===== src/rtl/lut_div_seq.sv =====
// Iterative Goldschmidt mantissa divider: q = a/b for normalized Q1.23 mantissas.
// One shared 25x25 multiplier alternates between numerator and denominator updates.
module lut_div_seq #(
  parameter int unsigned ITER = 3
) (
  input  logic        clk,
  input  logic        rst,
  input  logic        in_valid,
  output logic        in_ready,
  input  logic [23:0] in_a,
  input  logic [23:0] in_b,
  output logic [3:0]  lut_index,
  input  logic [23:0] lut_div,
  output logic        out_valid,
  input  logic        out_ready,
  output logic [23:0] out_q,
  output logic        out_err,
  output logic        busy
);

  localparam int unsigned MW = 24;
  localparam int unsigned NW = 25;
  localparam int unsigned PW = 49;
  localparam int unsigned CW = 3;
  localparam logic [CW-1:0] ITER_LAST = CW'(ITER);

  typedef enum logic [2:0] {
    IDLE,
    SEED_N,
    SEED_D,
    ITER_N,
    ITER_D,
    DONE
  } state_t;

  state_t        state;
  logic [MW-1:0] a_r;
  logic [MW-1:0] b_r;
  logic [NW-1:0] n_r;
  logic [NW-1:0] d_r;
  logic [CW-1:0] cnt;
  logic          err_r;

  logic [NW-1:0] seed;
  logic [NW-1:0] f;
  logic [NW-1:0] mul_x;
  logic [NW-1:0] mul_y;
  logic [PW-1:0] prod;
  logic [NW-1:0] prod_keep;
  logic [CW-1:0] cnt_inc;

  assign in_ready  = (state == IDLE);
  assign busy      = (state != IDLE);
  assign lut_index = b_r[22:19];

  // Q0.24 seed widened to Q1.24; F = 2 - D wraps naturally in 25 bits.
  assign seed    = {1'b0, lut_div};
  assign f       = ~d_r + NW'(1);
  assign cnt_inc = cnt + CW'(1);

  // Shared multiplier operand mux.
  always_comb begin
    mul_x = '0;
    mul_y = '0;
    case (state)
      SEED_N: begin
        mul_x = {a_r, 1'b0};
        mul_y = seed;
      end
      SEED_D: begin
        mul_x = {b_r, 1'b0};
        mul_y = seed;
      end
      ITER_N: begin
        mul_x = n_r;
        mul_y = f;
      end
      ITER_D: begin
        mul_x = d_r;
        mul_y = f;
      end
      default: begin
        mul_x = '0;
        mul_y = '0;
      end
    endcase
  end

  // Q2.48 product; bit 49 is never set (N < 2, F < 2), so only 49 bits are formed.
  assign prod      = PW'(mul_x) * PW'(mul_y);
  assign prod_keep = NW'(prod >> 24);

  always_ff @(posedge clk) begin
    if (rst) begin
      state     <= IDLE;
      a_r       <= '0;
      b_r       <= '0;
      n_r       <= '0;
      d_r       <= '0;
      cnt       <= '0;
      err_r     <= 1'b0;
      out_valid <= 1'b0;
      out_q     <= '0;
      out_err   <= 1'b0;
    end else begin
      case (state)
        IDLE: begin
          if (in_valid) begin
            a_r   <= in_a;
            b_r   <= in_b;
            cnt   <= '0;
            err_r <= ~(in_a[23] & in_b[23]);
            state <= SEED_N;
          end
        end
        // Unnormalized operands spend one cycle here so the error reply lands one cycle after accept.
        SEED_N: begin
          if (err_r) begin
            out_valid <= 1'b1;
            out_q     <= '0;
            out_err   <= 1'b1;
            state     <= DONE;
          end else begin
            n_r   <= prod_keep;
            state <= SEED_D;
          end
        end
        SEED_D: begin
          d_r   <= prod_keep;
          state <= ITER_N;
        end
        ITER_N: begin
          n_r <= prod_keep;
          cnt <= cnt_inc;
          if (cnt_inc == ITER_LAST) begin
            out_valid <= 1'b1;
            out_q     <= prod_keep[24:1];
            out_err   <= 1'b0;
            state     <= DONE;
          end else begin
            state <= ITER_D;
          end
        end
        ITER_D: begin
          d_r   <= prod_keep;
          state <= ITER_N;
        end
        DONE: begin
          if (out_ready) begin
            out_valid <= 1'b0;
            state     <= IDLE;
          end
        end
        default: state <= IDLE;
      endcase
    end
  end

endmodule


===== config.mk =====
export PLATFORM = sky130hd
export DESIGN_NAME = lut_div_seq
export DESIGN_NICKNAME = d
export VERILOG_FILES = /design/src/rtl/lut_div_seq.sv
export SDC_FILE = /design/constraint.sdc
export NUM_CORES = 2
export LEC_CHECK = 0
export ABC_AREA = 1
export BUFFER_PORTS_ARGS = -buffer_cell sky130_fd_sc_hd__buf_2
export CAP_MARGIN = 20
export CORE_MARGIN = 2
export CORE_UTILIZATION = 30
export DETAILED_ROUTE_END_ITERATION = 10
export PLACE_DENSITY = 0.51
export SLEW_MARGIN = 25
export SYNTH_ARGS = -nofsm -noshare
export SYNTH_HDL_FRONTEND = slang
export SYNTH_SLANG_ARGS = --single-unit
export TNS_END_PERCENT = 20

===== constraint.sdc =====
create_clock -name clk -period 7.95 [get_ports clk]
set_input_delay 1.59 -clock clk [delete_from_list [all_inputs] [get_ports clk]]
set_output_delay 1.59 -clock clk [all_outputs]
set_load 0.02 [all_outputs]

# [Word level (Yosys, flattened, before mapping)]
# Index checks and enable logic that the tools add are counted.
# W data, S select, Z words.
[word_totals] regBits=131 out_inout_bits=32 elab_cells=61 inputBits=76
[op_classes] reduce_logical=14 add_sub_neg=2 n_bitwise=3 n_eq_ne=11 multipliers=1 mux=20
[ops] cell="$pmux W25 S2" n=2
[ops] cell="$pmux W25 S4" n=1
[ops] cell="$mul A25 B25 Y49" n=1
[ops] cell="$mux W24" n=2
[ops] cell="$pmux W24 S2" n=1
[ops] cell="$add A25 B1 Y25 const B" n=1
[ops] cell="$mux W25" n=1
[ops] cell="$not A25 Y25" n=1
[ops] cell="$pmux W3 S5" n=1
[ops] cell="$mux W3" n=4
[ops] cell="$ne A2 B2 Y1 const B" n=5
[ops] cell="$eq A3 B2 Y1 const B" n=3
[ops] cell="$reduce_and A2 Y1" n=4
[ops] cell="$eq A3 B3 Y1 const B" n=2
[ops] cell="$pmux W3 S2" n=1
[ops] cell="$reduce_bool A3 Y1" n=2
[ops] cell="$reduce_or A2 Y1" n=3
[ops] cell="$mux W1" n=5
[ops] cell="$reduce_and A4 Y1" n=1
[ops] cell="$reduce_bool A2 Y1" n=2
[ops] cell="$add A3 B1 Y3 const B" n=1
[ops] cell="$eq A3 B1 Y1 const B" n=1
[ops] cell="$logic_not A3 Y1" n=1
[ops] cell="$pmux W1 S3" n=1
[ops] cell="4 further kinds" n=4

# [Longest topological paths before layout]
[depth] ltp_word=6 ltp_mapped=46 mapped_depth_nobuf=45

# [Worst setup path before layout]
# OpenSTA, ideal clock, no wires.
[synth_timing] path_type="in2reg" startpoint="input lut_div[4]" endpoint="register d_r[23]" path_slack_ps=262 arrival_time_ps=7577 setup_time_ps=111 required_ps=7839 n_path_buf=1 path_stages=32 cell_sequence="inv_1 > o21ai_1 > clkbuf_1 > nand2_1 > fa_1 > fa_1 > inv_1 > fa_1 > inv_1 > fa_1 > inv_1 > fa_1 > fa_1 > inv_1 > fa_1 > inv_1 > ha_1 > nand2_1 > nor2_1 > inv_1 > nor2_1 > inv_1 > nor3_1 > nand2_1 > o21ai_2 > nand2_1 > nand2_1 > nand2_1 > nand2_1 > nand2_1 > nand3_1 > inv_1"
[synth_via] elab_chain_cells=2
[synth_lines] item="start, declared" line_no="13" rtl="input logic [23:0] lut_div,"
[synth_lines] item="$pmux W25 S2" line_no="65" rtl="case (state)"
[synth_lines] item="$mul A25 B25 Y49" line_no="90" rtl="assign prod = PW'(mul_x) * PW'(mul_y);"
[synth_lines] item="end signal, assigned" line_no="129" rtl="d_r <= prod_keep;"
[synth_lines] item="end signal, assigned" line_no="145" rtl="d_r <= prod_keep;"
[synth_lines] item="end, declared" line_no="40" rtl="logic [NW-1:0] d_r;"
# No other way between the ends.
# A chain may end at the register's enable or synchronous reset.

# [Final worst setup path]
[layout_timing] startpoint="register d_r[0]" endpoint="register d_r[4]"
[layout_via] elab_chain_cells=4
[layout_lines] item="$not A25 Y25" line_no="58" rtl="assign f = ~d_r + NW'(1);"
[layout_lines] item="$add A25 B1 Y25" line_no="58"
[layout_lines] item="$pmux W25 S2" line_no="65"
[layout_lines] item="$mul A25 B25 Y49 *" line_no="90"
# Every way passes the cells marked *; elsewhere a longest branch is shown, timed or not.

==> impl_metrics.json <==
{
  "yosysTopAreaCellShare_pct": 39.59,
  "synth_area_leaders": "fa_1 (40%), inv_1 (11%), dfxtp_1 (9.9%)",
  "drt_iter0_drc": 1515,
  "syn_area_per_cell_um2": 7.739,
  "reg2reg_depth": 43,
  "drive_gt1_share_pct": 20.43,
  "drv_cap": 0,
  "ys_seq_area_share_pct": 9.897,
  "rsz0062_at_grt": "true",
  "clock-sinks": 131,
  "viasPerCell": 4.776,
  "power.leakage_nw": 16.05,
  "cp_slowest_cell": "fa_1",
  "coreArea_um2": 87160,
  "startpoint_type": "register",
  "slowest_delay_ns": 0.60,
  "setup_tns_ns": 0,
  "cts_hold_buf": 0,
  "dieWidth_um": 301.2,
  "period_share_pct": 98.86,
  "synth_area_leader_cell": "fa_1",
  "cts_tree": "done",
  "critical_path_buf_inv_count": 15,
  "grt_max_degree": 100,
  "wire_per_inst_um": 19.83,
  "layout.nets": 4565,
  "synth_async_sr_flop_share_pct": 0,
  "min_period_ns": 7.859,
  "ys_seq_elements": 131,
  "globalRouteOverflowTotal": 0,
  "outcome": "finished clean",
  "grt_pass1_vias": 24640,
  "yosys_warnings": 0,
  "path_delay_family": "adder cells",
  "setup_slack_ns": 0.09074,
  "die_h_um": 301.2,
  "crit_type": "reg -> reg",
  "required_ns": 8.28,
  "path_max_fanout": 5,
  "num_rows": 108,
  "cts-root-buf": "clkbuf_16",
  "pre_cts_slack_ns": -0.4508,
  "routed_wl_um": 98240,
  "pwr_density_cell_nw_per_um2": 349.4,
  "finalPower_w": 0.01148,
  "fill_cells": 9163,
  "report.final.slew_viol_count": 0,
  "slew_headroom_pct": 37.30,
  "dpl.hpwl_um": 82640,
  "worstMarginPinSlew_ns": 0.9405,
  "drc_errors": 0,
  "clock_path_buffers": 2,
  "portBuffers": 107,
  "syn-cell-area_um2": 26500,
  "synth_edf_count": 0,
  "grtUsageTotal_pct": 21.90,
  "antenna_left": 0,
  "fmax_ghz": 0.1272,
  "end_kind": "register",
  "ys.flop_type": "dfxtp_1",
  "finalSetupViolations": 0,
  "cpMostUsedCell": "inv_2",
  "synthCells": 3424,
  "gp_congestion": 0.9534,
  "holdPathStages": 2,
  "h-tree-depth": 4,
  "yosysUniqueCellTypes": 55,
  "dr.pass1.iters": 5,
  "dieArea_um2": 90720,
  "grt_pass1_wl_um": 149100,
  "synth_nets": 4204,
  "ir_worst_vdd_mv": 0.3012,
  "clkTransAtPathRegs_ns": 0.06,
  "clk_latency_ns": 0.44,
  "hold_class": "reg -> reg",
  "antenna_found_initial": 2,
  "vias": 23660,
  "cp.arrival_ns": 8.19,
  "hold_viol_final": 0,
  "cp.depth": 43,
  "cts_buffers": 17,
  "insertedDiodeCount": 0,
  "worst_clock_skew_ns": 0.01047,
  "ios": 108,
  "area_growth_pct": 24.01,
  "initial_core_util_pct": 30.40
}
-- area by class of cell --
class	count	area (µm²)	area share, %
repair buffers	475	3866	11.77
multi-input cells	2336	21180	64.47
flip-flops and latches	131	2628	7.996
clock inverters	15	186.4	0.5674
well taps	1155	1445	4.398
inverters	824	3124	9.508
clock buffers	17	425.4	1.295
-- where the power goes --
| group | leakage [nW] | switching, W | total [W] | internal (W) |
|---|---|---|---|---|
| registers | 1.07 | 0.000150 | 0.00101 | 0.000864 |
| logic | 14.7 | 0.00584 | 0.00965 | 0.00381 |
| clock network | 0.294 | 0.000344 | 0.000820 | 0.000476 |
-- timing repair --
action,4_1_cts,5_1_grt
setup buffers,22,9
pin swaps,29,71
cloned,1,1
gates resized for setup,58,210
setup endpoints to repair,69,74
-- layer usage --
layer	track usage (%)	routed length, µm	share of wire [%]	up-vias
met2	37.07	46600	47	813
met5	0	10	0.010	-
met4	7.996	4497	4.6	2
li1	-	-	-	10910
met3	2.946	6280	6.4	196
met1	28.48	40850	42	11740
-- cell usage in the layout, fill, tap and decap left out, types with 18 or more instances in the layout --
cell type / Yosys / layout
inv_1: 800 / 783
nand2_1: 679 / 651
fa_1: 524 / 505
nor2_1: 381 / 342
buf_4: 7 / 318
ha_1: 180 / 164
dfxtp_1: 131 / 129
a21oi_1: 137 / 119
buf_2: 22 / 107
o21ai_0: 124 / 96
nand3_1: 85 / 74
nor2_2: 9 / 39
buf_12: 0 / 39
nand2_2: 19 / 34
inv_2: 13 / 28
o21ai_2: 2 / 21
o21bai_1: 22 / 21
o211ai_1: 20 / 20
fa_2: 0 / 19
nand2_4: 6 / 18
o22ai_1: 20 / 18
clkbuf_16: 0 / 18
-- per-stage QoR --
step           area, µm²  hold slack, ns  utilization, %  instances
2_1_floorplan      26500          0.4245               -       3424
3_3_place_gp       30950          0.4412           35.51       4888
3_5_place_dp       30950          0.4443           35.51       4888
4_1_cts            32000          0.4544           36.72       4943
5_1_grt            32860          0.4727           37.70       4953
6_report           32860          0.4538           37.70       4953
-- path summary, 6_finish.rpt --
check | startpoint | to | slack, ns
setup / recovery | d_r[0] | d_r[4] | 0.09
hold / removal | a_r[5] | a_r[5] | 0.45
hold reg to reg | a_r[5] | a_r[5] | 0.45
setup reg to reg | d_r[0] | d_r[4] | 0.09
-- sequential cells by signal, summed over array words and instances, names as in the netlist --
name	flops
d_r	25
n_r	25
a_r	24
b_r	24
out_q	24
cnt	3
state	3
err_r	1
out_err	1
out_valid	1
-- worst reg2reg max path, delay by kind of cell, from the launching register on --
family	cells	cell delay, ns
xor gates and xnor gates	1	0.13
adders and majority gates	9	3.95
buffers and inverters	15	1.25
and+or+nand+nor	11	1.00
DFF	1	0.36
AOI/OAI and AO/OA	7	1.05
-- synth_stat cells (7+ instances only) --
master / instances
nand2_2: 19
o211ai_1: 20
nor3_1: 15
a21oi_1: 137
a21o_1: 9
clkbuf_1: 100
dfxtp_1: 131
fa_1: 524
nor2_2: 9
clkinv_1: 9
a32o_1: 8
o21ai_0: 124
nand4_1: 15
o22ai_1: 20
buf_2: 22
inv_2: 13
o21a_1: 8
buf_4: 7
inv_1: 800
nor4_1: 8
nand2_1: 679
o21bai_1: 22
nor2_1: 381
ha_1: 180
o21ai_1: 9
nand3_1: 85
-- kinds of logic after synthesis --
| logic type | after synthesis | synth area share [%] |
|---|---|---|
| AO/OA/AOI/OAI | 381 | 8.424 |
| XOR/XNOR | 15 | 0.6374 |
| adder cells (fa/ha/maj) | 704 | 48.09 |
| buffers and inverters | 957 | 13.88 |
| flip-flops | 131 | 9.897 |
| AND/OR/NAND/NOR | 1236 | 19.07 |
Note: power is estimated with default switching activity, not from simulation.
